$ cat config.mk
export PLATFORM = sky130hd
export DESIGN_NAME = sub_tc_16_16_serial
export DESIGN_NICKNAME = d
export VERILOG_FILES = /design/src/rtl/sub_tc_16_16_serial.sv
export SDC_FILE = /design/constraint.sdc
export NUM_CORES = 1
export LEC_CHECK = 0
export BUFFER_PORTS_ARGS = -buffer_cell sky130_fd_sc_hd__buf_2
export CORE_ASPECT_RATIO = 0.75
export CORE_MARGIN = 5
export CORE_UTILIZATION = 40
export CTS_BUF_LIST = sky130_fd_sc_hd__clkbuf_8
export DETAILED_ROUTE_END_ITERATION = 12
export PLACE_DENSITY = 0.59
export SETUP_SLACK_MARGIN = 0.3
export SYNTH_ARGS = -nofsm -noshare
export SYNTH_HDL_FRONTEND = slang
export SYNTH_SLANG_ARGS = --single-unit
$ cat constraint.sdc
create_clock -name clk -period 2.6 [get_ports clk]
set_clock_uncertainty 0.1 [all_clocks]
set_input_delay 0.52 -clock clk [delete_from_list [all_inputs] [get_ports clk]]
set_output_delay 0.52 -clock clk [all_outputs]
set_load 0.03 [all_outputs]
$ cat src/rtl/sub_tc_16_16_serial.sv
// ============================================================================
// Module   : sub_tc_16_16_serial
// Brief    : Bit-serial two's-complement subtractor, diff = a - b, LSB first.
// Revision : 1.0 - initial release
// ============================================================================
`default_nettype none

module sub_tc_16_16_serial #(
  parameter int WIDTH = 16
) (
  input  logic             clk,
  input  logic             rst,
  input  logic             in_valid,
  output logic             in_ready,
  input  logic [WIDTH-1:0] a,
  input  logic [WIDTH-1:0] b,
  output logic             out_valid,
  input  logic             out_ready,
  output logic [WIDTH:0]   diff,
  output logic             ovf,
  output logic             busy
);

  localparam int CW = $clog2(WIDTH + 1);

  localparam logic [1:0] S_IDLE = 2'd0;
  localparam logic [1:0] S_RUN  = 2'd1;
  localparam logic [1:0] S_DONE = 2'd2;

  logic [1:0]    r_state;
  logic [1:0]    w_next;
  logic [WIDTH:0] r_a;
  logic [WIDTH:0] r_nb;
  logic [WIDTH:0] r_shift;
  logic          r_carry;
  logic [CW-1:0] r_cnt;
  logic          w_sum;
  logic          w_cout;
  logic          w_last;

  // Single full-adder slice working on the current LSBs of the operand shifters
  assign w_sum  = r_a[0] ^ r_nb[0] ^ r_carry;
  assign w_cout = (r_a[0] & r_nb[0]) | (r_a[0] & r_carry) | (r_nb[0] & r_carry);
  assign w_last = (r_cnt == CW'(WIDTH));

  always_ff @(posedge clk) begin
    if (rst) r_state <= S_IDLE;
    else     r_state <= w_next;
  end

  always_comb begin
    w_next = r_state;
    case (r_state)
      S_IDLE:  if (in_valid)  w_next = S_RUN;
      S_RUN:   if (w_last)    w_next = S_DONE;
      S_DONE:  if (out_ready) w_next = S_IDLE;
      default: w_next = S_IDLE;
    endcase
  end

  always_comb begin
    in_ready  = (r_state == S_IDLE);
    out_valid = (r_state == S_DONE);
    busy      = (r_state != S_IDLE);
  end

  always_ff @(posedge clk) begin
    if (rst) begin
      r_a     <= '0;
      r_nb    <= '0;
      r_shift <= '0;
      r_carry <= 1'b0;
      r_cnt   <= '0;
      diff    <= '0;
      ovf     <= 1'b0;
    end else begin
      case (r_state)
        S_IDLE: begin
          if (in_valid) begin
            // Sign-extend before inverting so b = -2^(WIDTH-1) stays exact
            r_a     <= {a[WIDTH-1], a};
            r_nb    <= ~{b[WIDTH-1], b};
            r_carry <= 1'b1;
            r_cnt   <= '0;
            r_shift <= '0;
          end
        end
        S_RUN: begin
          r_a     <= r_a >> 1;
          r_nb    <= r_nb >> 1;
          r_carry <= w_cout;
          r_cnt   <= r_cnt + 1'b1;
          r_shift <= {w_sum, r_shift[WIDTH:1]};
          if (w_last) begin
            diff <= {w_sum, r_shift[WIDTH:1]};
            ovf  <= w_sum ^ r_shift[WIDTH];
          end
        end
        default: ;
      endcase
    end
  end

endmodule

`default_nettype wire

* Yosys cells after proc, flatten, opt, wreduce, memory -nomap -nowiden
Index checks and enable logic that the tools add are counted.
Operators by class: $add $sub $neg 1, equal/unequal tests 6, multiplexer cells 14, bitwise logic cells 9, reduce and logical (&&, ||, !) cells 6
Operator list (number):
- $pmux 17 s2 | 3
- $mux 17 | 3
- $not 17->17 | 1
- $pmux 5 s2 | 1
- $mux 2 | 3
- $pmux 2 s3 | 1
- $add 5x1->5 const B | 1
- $eq 5x5->1 const B | 1
- $mux 5 | 1
- $ne 2x2->1 const B | 2
- $reduce_and 2->1 | 2
- $reduce_bool 2->1 | 2
- $and 1x1->1 | 3
- $reduce_and 3->1 | 1
- $xor 1x1->1 | 3
- $eq 2x1->1 const B | 1
- $eq 2x2->1 const B | 1
- $logic_not 2->1 | 1
- $ne 2x1->1 const B | 1
- $or 1x1->1 | 2
- $pmux 1 s2 | 1
- $mux 1 | 1
Word-level totals: bits in registers 77, bits of input ports 36

* Longest topological paths before layout
word-level depth 4, depth in mapped cells 7, gate-level depth less buffers 5

* Least setup slack after synthesis
Ideal clock, no wire load.
path kind register to output, start register r_state[0], end output in_ready, data arrival time 1.189 ns, required time 1.980 ns, slack 0.791 ns, cell stages (with the launch flop) 5, buffers on the path 2, cell sequence dfxtp_1 > buf_6 > buf_6 > or2_2 > inv_1
On the way: cells in the longest elaborated chain, start to end 1
Ends and longest elaborated chain:
- from (decl) | line 30 | logic [1:0] r_state;
- from (signal assigned) | line 48 | else r_state <= w_next;
- $logic_not 2->1 | line 62 | in_ready = (r_state == S_IDLE);
- to (decl) | line 14 | output logic in_ready,
Every way passes these cells.

* Final worst setup path
start register r_state[1], end output in_ready
Same word-level chain as after synthesis.

==> results.ini <==
[job]
drv_cap=0

[yosys]
syn_inst=384
ys_async_sr_fraction_pct=0
synth-main-ff-cell=dfxtp_1
avgSynthCellArea_um2=9.14
synth_cell_type_count=41
synth-edff-count=0
yosysWarningCount=0
yosysSeqAreaShare_pct=43.4
syn-cell-area_um2=3510
synthesis.nets=423
ys_ff_latch=76

[route]
ant_nets=0
drt_iter0_markers=181
routed_wl_um=7800
drc=0
wl_per_cell_um=14.5
via_per_inst=5.26
dr.pass1.iters=4
dr_total_vias=2828

[global_routing]
grt_usage_pct=14.2
grt_max_degree=35
antenna_found_initial=0
met2_usage_pct=22.1
first_global_vias=2733
grt_pass1_wl_um=12800
gr-total-overflow=0
use_met3_pct=5.59
busiest_layer=met2
use_met1_pct=18.4

[die]
initial_core_util_pct=41.3
die_y_um=91.1
num_rows=29
ioPinCount=57
dieArea_um2=10800
die-width_um=118
fp.coreArea_um2=8490

[placement]
io_buffers=56
place_hpwl_um=5130
globalplace.congestion=0.711

[setup_path]
start_kind=flop
path_delay_family=flip-flops
path_cells=or2_2 > inv_1 > buf_2
crit_path_max_incr_delay_ns=0.77
critical_path.slowest_cell=dfxtp_2
crit_buf_inv=2
crit_type=reg2out
path_max_fanout=34
required_ns=1.98
end_kind=primary output
cp.arrival_ns=1.58

[timing]
min_period_ns=2.20
whs_ns=0.346
fmax_mhz=455
finalHoldViolCount=0
relSlewSlack_pct=55.0
slew_viol_final=0
setup_violations=0
tns_ns=0
period_share_pct=84.5
grt_setup_unrepaired=false
tightestPinTransition_ns=0.675

[cts]
root_buffer=clkbuf_8
cts_setup_buffers=0
cts_buffer_depth=2
hold_buffers=0
cts_sinks=76
clkLatencyLatePin_ns=0.36
clk_pin_slew_worst_paths_ns=0.08
htreeDepth=3
cts_buffers=9
cts_tree=yes
ctsResizeCount=0

[power]
power_density_nw_per_um2=649
peakVddDrop_mv=0.387
leakage_nw=1.64

[final_layout]
nets=464
seqCellArea_um2=1520
diodes=0
n_fill_cell=855
area_growth_pct=13.6
multi_input_area_um2=1640
drive_gt1_share_pct=27.4

[outcome]
status=finished clean

[worst_hold_path]
hp-class=in2reg

[report_power, final]
part	internal (mW)	switching, mW
Combinational	0.152	0.170
Sequential	1.22	0.0396
Clock	0.544	0.459
[flip-flops by register name, summed over array words and instances, names as in the netlist]
register and count:
diff 17, r_a 17, r_nb 17, r_shift 16, r_cnt 5, r_state 2
ovf 1, r_carry 1
[worst register-to-register path: cells and delay by family, from the launching register on]
family	cells	cell delay, ns
AO/OA/AOI/OAI	2	0.62
buffers and inverters	1	0.22
flip-flops	1	0.77
[Yosys cell counts (all sizes together), types with 2 or more instances]
library cell  instances  share of area, %
o22a                  3              0.75
a22oi                19               4.1
nor2                 49               5.2
ha                    2              0.71
nor2b                 3              0.54
dfxtp                76                43
o221a                33                11
mux2                 17               5.8
nor3b                 2              0.75
nand3                18               2.6
nand2                16               1.7
nand2b                2              0.36
clkbuf                7              0.82
o21ai                17               2.4
buf                  33               6.9
inv                  21               2.2
a21oi                50               7.1
[cells in the final DEF, fill, tap and decap left out, types with 2 or more instances in the layout]
master	count
a21oi_1	50
a22oi_1	19
buf_2	56
buf_4	14
bufinv_16	2
clkbuf_8	9
clkinv_4	3
clkinvlp_4	2
dfxtp_1	75
ha_1	2
inv_1	21
mux2_1	7
mux2_2	7
mux2_4	3
nand2_1	16
nand2b_1	2
nand3_1	18
nor2_1	49
nor2b_1	2
o21ai_0	17
o221a_1	15
o221a_2	18
o22a_1	3
[per-layer routing]
layer	wire length, um	share of wire (%)
met3	387	5.0
met1	3800	49
met2	3500	45
met4	119	1.5
met5	0	0
[cell families (layout without fill, tap and decap cells)]
kind of cell,Yosys count,count (layout),synth area share [%]
DFF,76,76,43.4
and+or+nand+nor,96,96,12.5
buffers and inverters,62,108,10.1
AOI/OAI and AO/OA,128,128,26.4
xor gates and xnor gates,1,1,0.250
muxes,18,18,6.06
adders and majority gates,3,3,1.28
[path summary, 6_finish.rpt]
check / from / to / slack, ns / depth (start not counted)
hold reg to reg: r_shift[1]$_SDFFE_PP0P_ / diff[0]$_SDFFE_PP0P_ / 0.36 / 2
setup / recovery: r_state[1]$_SDFFE_PP0P_ / in_ready / 0.40 / 3
setup reg to reg: r_state[1]$_SDFFE_PP0P_ / r_nb[0]$_SDFFE_PP0P_ / 0.77 / 3
hold / removal: a[15] / r_a[16]$_SDFFE_PP0P_ / 0.35 / 3
[through the flow]
stage	total power [mW]	cell area [um^2]	instances	util, %	worst slack, ns
4_1_cts	2.62	3990	538	46.9	0.402
6_report	2.59	3990	538	46.9	0.402
5_1_grt	2.71	3990	538	46.9	0.315
3_5_place_dp	1.61	3760	522	44.3	0.706
2_1_floorplan	1.55	3510	384	-	0.791
3_3_place_gp	1.61	3760	522	44.3	0.741
[cell type report]
type	instances	area share (%)
clock buffers	9	3.11
flip-flops and latches	76	38.2
repair buffers	70	9.67
inverters	22	2.07
clock inverters	7	2.54
well taps	108	3.39
multi-input cells	246	41.0
(Power assumes the default switching activity.)
